<file path="config.mk">
export PLATFORM = sky130hd
export DESIGN_NAME = sp16k_arbiter_flat
export DESIGN_NICKNAME = d
export VERILOG_FILES = /design/src/rtl/sp16k_arb_pkg.sv /design/src/rtl/sp16k_arbiter_if.sv /design/src/rtl/sp16k_arb_pick.sv /design/src/rtl/sp16k_arbiter.sv /design/src/flat_wrapper.sv
export SDC_FILE = /design/constraint.sdc
export NUM_CORES = 1
export LEC_CHECK = 0
export ABC_AREA = 1
export BUFFER_PORTS_ARGS = -buffer_cell sky130_fd_sc_hd__buf_4
export CAP_MARGIN = 40
export CORE_AREA = 2 2 41 71
export DETAILED_ROUTE_END_ITERATION = 10
export DIE_AREA = 0 0 43 73
export GPL_TIMING_DRIVEN = 1
export HOLD_SLACK_MARGIN = 0.1
export PLACE_DENSITY_LB_ADDON = 0.3
export SLEW_MARGIN = 20
export SYNTH_ARGS = -nofsm -noshare
export SYNTH_HDL_FRONTEND = slang
export SYNTH_SLANG_ARGS = --single-unit
</file>
<file path="constraint.sdc">
create_clock -name clk -period 0.81 [get_ports clk]
set_clock_uncertainty 0.05 [all_clocks]
set_input_delay 0.0405 -clock clk [delete_from_list [all_inputs] [get_ports clk]]
set_output_delay 0.0405 -clock clk [all_outputs]
set_load 0.005 [all_outputs]
</file>
<file path="src/rtl/sp16k_arb_pkg.sv">
// Shared constants and types for the two-requester SP16K RAM arbiter.
package sp16k_arb_pkg;

    localparam int ADDR_W_DEF = 14;
    localparam int DATA_W_DEF = 8;

    typedef logic req_idx_t;

    // Remembers which requester owns the read data returning next cycle.
    typedef struct packed {
        logic     valid;
        req_idx_t owner;
    } rd_tag_t;

endpackage

</file>
<file path="src/rtl/sp16k_arbiter_if.sv">
// One requester port of the SP16K arbiter: request fields in, grant and read return out.
interface sp16k_arbiter_if #(
    parameter int ADDR_W = 14,
    parameter int DATA_W = 8
);
    logic              req;
    logic              we;
    logic [ADDR_W-1:0] addr;
    logic [DATA_W-1:0] wdata;
    logic              gnt;
    logic              rvalid;
    logic [DATA_W-1:0] rdata;

    modport master (output req, we, addr, wdata, input gnt, rvalid, rdata);
    modport slave  (input req, we, addr, wdata, output gnt, rvalid, rdata);
endinterface

</file>
<file path="src/rtl/sp16k_arb_pick.sv">
// Combinational winner selection; on a tie the requester not granted last wins.
module sp16k_arb_pick
    import sp16k_arb_pkg::*;
(
    input  logic [1:0] req,
    input  req_idx_t   last,
    output logic       gnt_any,
    output req_idx_t   win
);

    always_comb begin
        gnt_any = |req;
        win     = 1'b0;
        case (req)
            2'b01:   win = 1'b0;
            2'b10:   win = 1'b1;
            2'b11:   win = ~last;
            default: win = 1'b0;
        endcase
    end

endmodule

</file>
<file path="src/rtl/sp16k_arbiter.sv">
// Two-requester arbiter for a single-port SP16K RAM in bypass read mode (1-cycle latency).
// Define SP16K_ARB_RR_EN for round-robin ties; otherwise requester 0 has fixed priority.
module sp16k_arbiter
    import sp16k_arb_pkg::*;
#(
    parameter int ADDR_W = ADDR_W_DEF,
    parameter int DATA_W = DATA_W_DEF
) (
    input  logic              clk,
    input  logic              reset,
    sp16k_arbiter_if.slave    r0,
    sp16k_arbiter_if.slave    r1,
    output logic              ram_ce,
    output logic              ram_oce,
    output logic              ram_wre,
    output logic              ram_reset,
    output logic [ADDR_W-1:0] ram_ad,
    output logic [DATA_W-1:0] ram_din,
    input  logic [DATA_W-1:0] ram_dout
);

    logic [1:0] req_v;
    logic       gnt_any;
    req_idx_t   win;
    req_idx_t   last_sel;
    logic       we_sel;
    rd_tag_t    tag_d, tag_q;

    // Reset masks requests so no grant can leak out while it is held.
    assign req_v = reset ? 2'b00 : {r1.req, r0.req};

    sp16k_arb_pick u_pick (
        .req     (req_v),
        .last    (last_sel),
        .gnt_any (gnt_any),
        .win     (win)
    );

`ifdef SP16K_ARB_RR_EN
    req_idx_t last_d, last_q;

    assign last_sel = last_q;

    always_comb begin
        last_d = last_q;
        if (gnt_any) last_d = win;
    end
`else
    // A constant "last was 1" makes every tie resolve to requester 0.
    assign last_sel = 1'b1;
`endif

    always_comb begin
        we_sel  = win ? r1.we : r0.we;
        ram_ce  = gnt_any;
        ram_wre = gnt_any & we_sel;
        ram_ad  = '0;
        ram_din = '0;
        if (gnt_any) begin
            ram_ad  = win ? r1.addr  : r0.addr;
            ram_din = win ? r1.wdata : r0.wdata;
        end
        tag_d.valid = gnt_any & ~we_sel;
        tag_d.owner = win;
    end

    always_ff @(posedge clk) begin
        if (reset) begin
            tag_q  <= '0;
`ifdef SP16K_ARB_RR_EN
            last_q <= 1'b1;
`endif
        end else begin
            tag_q  <= tag_d;
`ifdef SP16K_ARB_RR_EN
            last_q <= last_d;
`endif
        end
    end

    assign ram_oce   = 1'b1;
    assign ram_reset = reset;

    assign r0.gnt = gnt_any & (win == 1'b0);
    assign r1.gnt = gnt_any & (win == 1'b1);

    // Reset in the return cycle still suppresses the pending read.
    assign r0.rvalid = tag_q.valid & (tag_q.owner == 1'b0) & ~reset;
    assign r1.rvalid = tag_q.valid & (tag_q.owner == 1'b1) & ~reset;
    assign r0.rdata  = ram_dout;
    assign r1.rdata  = ram_dout;

endmodule

</file>
<file path="src/flat_wrapper.sv">
// flat-port wrapper written by rule: the top's interface ports become plain ports
module sp16k_arbiter_flat import sp16k_arb_pkg::*;
#(
    parameter int ADDR_W = ADDR_W_DEF,
    parameter int DATA_W = DATA_W_DEF
)
  (clk, reset, ram_ce, ram_oce, ram_wre, ram_reset, ram_ad, ram_din, ram_dout, r0_req, r0_we, r0_addr, r0_wdata, r0_gnt, r0_rvalid, r0_rdata, r1_req, r1_we, r1_addr, r1_wdata, r1_gnt, r1_rvalid, r1_rdata);
  sp16k_arbiter_if #(.ADDR_W(ADDR_W), .DATA_W(DATA_W)) r0_i ();
  sp16k_arbiter_if #(.ADDR_W(ADDR_W), .DATA_W(DATA_W)) r1_i ();
  input  logic clk;
  input  logic reset;
  output logic ram_ce;
  output logic ram_oce;
  output logic ram_wre;
  output logic ram_reset;
  output logic [ADDR_W-1:0] ram_ad;
  output logic [DATA_W-1:0] ram_din;
  input  logic [DATA_W-1:0] ram_dout;
  input wire logic [$bits(r0_i.req)-1:0] r0_req;
  input wire logic [$bits(r0_i.we)-1:0] r0_we;
  input wire logic [$bits(r0_i.addr)-1:0] r0_addr;
  input wire logic [$bits(r0_i.wdata)-1:0] r0_wdata;
  output wire logic [$bits(r0_i.gnt)-1:0] r0_gnt;
  output wire logic [$bits(r0_i.rvalid)-1:0] r0_rvalid;
  output wire logic [$bits(r0_i.rdata)-1:0] r0_rdata;
  input wire logic [$bits(r1_i.req)-1:0] r1_req;
  input wire logic [$bits(r1_i.we)-1:0] r1_we;
  input wire logic [$bits(r1_i.addr)-1:0] r1_addr;
  input wire logic [$bits(r1_i.wdata)-1:0] r1_wdata;
  output wire logic [$bits(r1_i.gnt)-1:0] r1_gnt;
  output wire logic [$bits(r1_i.rvalid)-1:0] r1_rvalid;
  output wire logic [$bits(r1_i.rdata)-1:0] r1_rdata;
  assign r0_i.req = r0_req;
  assign r0_i.we = r0_we;
  assign r0_i.addr = r0_addr;
  assign r0_i.wdata = r0_wdata;
  assign r0_gnt = r0_i.gnt;
  assign r0_rvalid = r0_i.rvalid;
  assign r0_rdata = r0_i.rdata;
  assign r1_i.req = r1_req;
  assign r1_i.we = r1_we;
  assign r1_i.addr = r1_addr;
  assign r1_i.wdata = r1_wdata;
  assign r1_gnt = r1_i.gnt;
  assign r1_rvalid = r1_i.rvalid;
  assign r1_rdata = r1_i.rdata;
  sp16k_arbiter #(.ADDR_W(ADDR_W), .DATA_W(DATA_W)) u_core (.clk(clk), .reset(reset), .r0(r0_i), .r1(r1_i), .ram_ce(ram_ce), .ram_oce(ram_oce), .ram_wre(ram_wre), .ram_reset(ram_reset), .ram_ad(ram_ad), .ram_din(ram_din), .ram_dout(ram_dout));
endmodule
</file>
## Word level (Yosys, flattened, before mapping)

Cells that the tools add are included.

| storage, ports and cells | value |
|---|---|
| word-level logic and storage cells | 23 |
| flip-flop bits (word level) | 2 |
| input port bits | 58 |

| cells by class | value |
|---|---|
| reduce and logical (&&, ||, !) cells | 1 |
| bitwise logic cells | 12 |
| mux-type cells | 7 |
| eq/ne operators | 1 |

Operator list:

| kind | count |
|---|---|
| $mux 14 | 2 |
| $mux 8 | 2 |
| $and 1x1->1 | 8 |
| $not 1->1 | 4 |
| $eq 2x2->1 const B | 1 |
| $mux 1 | 2 |
| $mux 2 | 1 |
| $reduce_or 2->1 | 1 |

## Logic depth before layout (Yosys ltp)

| logic depth | value |
|---|---|
| depth in word-level cells | 6 |
| gate-level depth with buffers | 5 |
| depth with buffers taken out | 5 |

## Cells and area by module

Synthesis repeated with hierarchy kept, for this count alone.

| second synthesis, totals | value |
|---|---|
| cell total of the unflattened synthesis | 120 |
| area total of the unflattened synthesis | 571.8 um^2 |

By module, submodules not included:

| module | area each (um^2) | cells each | seq. area each (um^2) | times used |
|---|---|---|---|---|
| sp16k_arbiter | 556.8 | 117 | 40.0 | 1 |
| sp16k_arb_pick | 15.0 | 3 | 0.0 | 1 |

## Least setup slack after synthesis

Ideal clock, no wire load.

| timing path | value |
|---|---|
| kind | input-to-output |
| start point | in r0_req |
| end point | out ram_ad[10] |
| arrival time | 0.662 ns |
| path slack | 0.058 ns |
| data required time | 0.720 ns |
| path buffers | 1 |
| cell stages on the path | 5 |
| path through | inv_2 > clkbuf_1 > or2_2 > nand2_1 > nor2_1 |

| between the ends | value |
|---|---|
| word-level cells in the longest chain between the ends | 5 |

Ends and longest elaborated chain:

| element | line | text |
|---|---|---|
| start: declaration | flat_wrapper.sv:19 | `input wire logic [$bits(r0_i.req)-1:0] r0_req;` |
| $mux 2 * | sp16k_arbiter.sv:30 | `assign req_v = reset ? 2'b00 : {r1.req, r0.req};` |
| $eq 2x2->1 | sp16k_arb_pick.sv:14 | `case (req)` |
| $mux 1 | sp16k_arb_pick.sv:14 |  |
| $mux 14 | sp16k_arbiter.sv:60 | `ram_ad = win ? r1.addr : r0.addr;` |
| $mux 14 * | sp16k_arbiter.sv:59 | `if (gnt_any) begin` |
| end: declaration | flat_wrapper.sv:16 | `output logic [ADDR_W-1:0] ram_ad;` |

Every way passes the cells marked *; elsewhere a longest branch is shown, timed or not.

## Worst setup path in the final report

| timing path | value |
|---|---|
| start point | in r0_req |
| end point | out ram_ad[8] |

Same word-level chain as after synthesis.

==> metrics.md <==
| Metric | Value |
|---|---|
| Outcome | complete, but fails checks |
| Failing checks | setup timing |
| Pwr Density | 792 nW/um^2 |
| Core Area | 2630 um^2 |
| Diode count | 0 |
| Register area | 42.5 um^2 |
| Routability cong. | 0.676 |
| Post-Place Cells | 227 |
| Drc violations | 0 |
| Total track usage | 0.141 |
| GRT met2 Usage | 0.276 |
| Maximum vdd ir drop | 1.08 mV |
| Fill count | 264 |
| Largest area contributor in the netlist | nor2_1 |
| Post-synthesis sequential area ratio | 0.0543 |
| Layout area overhead | 106% |
| Syn avg cell area | 5.30 um^2 |
| Nets@finish | 273 |
| Comb pwr share | 0.593 |
| Synth top area cells | nor2_1, buf_4, or2_2, nand2_1, dfxtp_1 |
| HP Class | in -> reg |
| Most flop-heavy register | u_core.tag_q |
| Netlist cell types | 16 |
| H-tree Lvls | 1 |
| Die area | 3140 um^2 |
| CTS Root Cell | clkbuf_8 |
| Top-count cell post-synth | nor2_1 |
| Final worst slack | -0.105 ns |
| MaxCap Viol Count | 0 |
| Synth top area share | 0.244 |
| Period utilization | 1.13 |
| Final hold slack | 0.0412 ns |
| WP data arrival | 0.82 ns |
| Max FFs per register | 2 |
| Clk sink count | 2 |
| Final hold vios | 0 |
| Unrepaired setup endpoints after global routing | yes |
| Sequential Power Share | 0.091 |
| Final ANT Viol Nets | 0 |
| CTS tree | yes |
| Critical path type | in -> out |
| Share of cells above drive strength 1 | 0.648 |
| Final Power | 1.20 mW |
| CP max FO | 6 |
| Critical path startpoint category | input port |
| Leakage | 0.847 nW |
| Setup violators final | 24 |
| Ports | 104 |
| Post-synthesis cell count | 139 |
| #FFs+latches synth | 2 |
| TritonCTS Buffers | 3 |
| Worst-case clock buffer depth | 2 |
| Synth Area in XOR/XNOR | 0 |
| IO buf count | 78 |
| Vias in the first global route | 883 |
| Die width | 43 um |
| Hold buffer count at CTS | 9 |
| Avg Vias per Cell | 4.26 |
| Vias | 1,022 |
| Most frequent cells after synthesis | nor2_1, nand2_1, or2_2, buf_4, inv_1 |
| Footprint of the multi-input gates | 544 um^2 |
| Post-CTS Setup Repair Bufs | 0 |
| Net Count, Synth | 197 |
| Setup TNS Final | -1.76 ns |
| Sw Share | 0.279 |
| WL per Instance | 10.3 um |
| Main synth FF type | dfxtp_1 |
| Finished Layout Cells | 240 |
| GR Layer Usage met1 | 0.138 |
| Initial antenna violation count | 0 |
| Clock share of power | 0.316 |
| Die H | 73 um |
| Met3 usage | 0.0396 |
| Post-synth EDFFs | 0 |
| Routed wire length | 2480 um |
| Warnings, synthesis | 0 |
| Initial Utilization | 0.280 |
| Gr ovfl total | 0 |
| Fraction of synthesized area in multiplexers | 0 |
| Fin. max-slew vios | 0 |
| Clock Pin Slew Worst Setup and Hold Paths | 0.03 ns |
| Synth Area in Adders | 0 |
| Shortest period the worst path allows | 0.915 ns |
| Int Power | 0.868 mW |
| Most Used Layer, Global Route | met2 |
| Crit. End Element | primary output |
| P_sw | 0.335 mW |
| First-pass GRT wire length | 3520 um |
| Initial drt markers | 8 |
| Row count | 25 |
| F_max | 1.09 GHz |
| Main combinational cell family by area after synthesis | simple AND/OR/NAND/NOR gates |
| Pre-CTS WS | -0.157 ns |
| First-pass DRT Iterations | 4 |
| Critical Path RT | 0.72 ns |
| Post-synth ARST share | 0 |
| Top flop regs | u_core.tag_q x2 |
| Post-Synth Simple-Gate Area | 0.633 |
| Post-Syn Area | 737 um^2 |
| Pin count of the biggest net entering global routing | 24 |
| Post-synthesis compound-gate area fraction | 0.0221 |
| Final HPWL DP | 1780 um |
-- critical path: stages --
cell	delay, ns
buf_6	0.09
inv_8	0.05
buf_4	0.14
or2_2	0.28
nand2_2	0.07
nor2_2	0.03
buf_4	0.13
-- routing by layer --
| layer | wire, um | up-vias |
|---|---|---|
| met4 | 0 | 0 |
| met3 | 257 | 0 |
| met5 | 0 | - |
| met2 | 1430 | 61 |
| li1 | - | 538 |
| met1 | 791 | 423 |
-- final timing paths --
| check | slack (ns) | depth (start not counted) | to | start |
|---|---|---|---|---|
| setup / recovery | -0.10 | 7 | ram_ad[8] | r0_req |
| hold / removal | 0.04 | 4 | u_core.tag_q[1] | r0_we |
-- through the flow --
stage | utilization | cell area [um^2]
final | 0.579 | 1520
after global routing | 0.579 | 1520
after CTS | 0.544 | 1430
after detailed placement | 0.487 | 1280
after global placement | 0.487 | 1280
after floorplan | - | 737
-- area by class of cell --
type                       count  area share
sequential                     2      0.0280
inverter                       8      0.0280
tap                           27      0.0222
multi-input combinational    105       0.358
timing repair buffer          95       0.537
clock buffer                   3      0.0272
-- cell usage in the layout (no fill, tap or decap) --
| cell type | instances |
|---|---|
| or2_2 | 16 |
| or2_4 | 6 |
| conb_1 | 1 |
| nand3_2 | 1 |
| buf_12 | 4 |
| nor2_2 | 13 |
| nand2_2 | 5 |
| inv_1 | 5 |
| clkbuf_8 | 3 |
| nor2_1 | 37 |
| nand2_1 | 23 |
| clkbuf_16 | 1 |
| nand3_4 | 1 |
| inv_4 | 2 |
| a21oi_4 | 1 |
| dlygate4sd3_1 | 8 |
| nand4_1 | 1 |
| buf_4 | 78 |
| dfxtp_2 | 2 |
| buf_6 | 4 |
| inv_8 | 1 |
-- what timing repair did --
item,4_1_cts,5_1_grt
pin swaps,1,4
endpoints found under the hold margin,17,1
resized for setup,8,24
setup endpoints to repair,25,26
cloned,0,2
-- power groups by stage --
stage	clock network (mW)	registers (mW)	logic [mW]
final	0.380	0.109	0.714
after detailed placement	0	0.108	0.610
after floorplan	0	0.108	0.298
after CTS	0.397	0.108	0.669
after global routing	0.392	0.109	0.785
after global placement	0	0.108	0.606
-- kinds of logic after synthesis --
group / Yosys count
DFF: 2
and+or+nand+nor: 103
AOI/OAI and AO/OA: 1
other: 1
buffers and inverters: 32
Power figures use the tool's default switching activity.
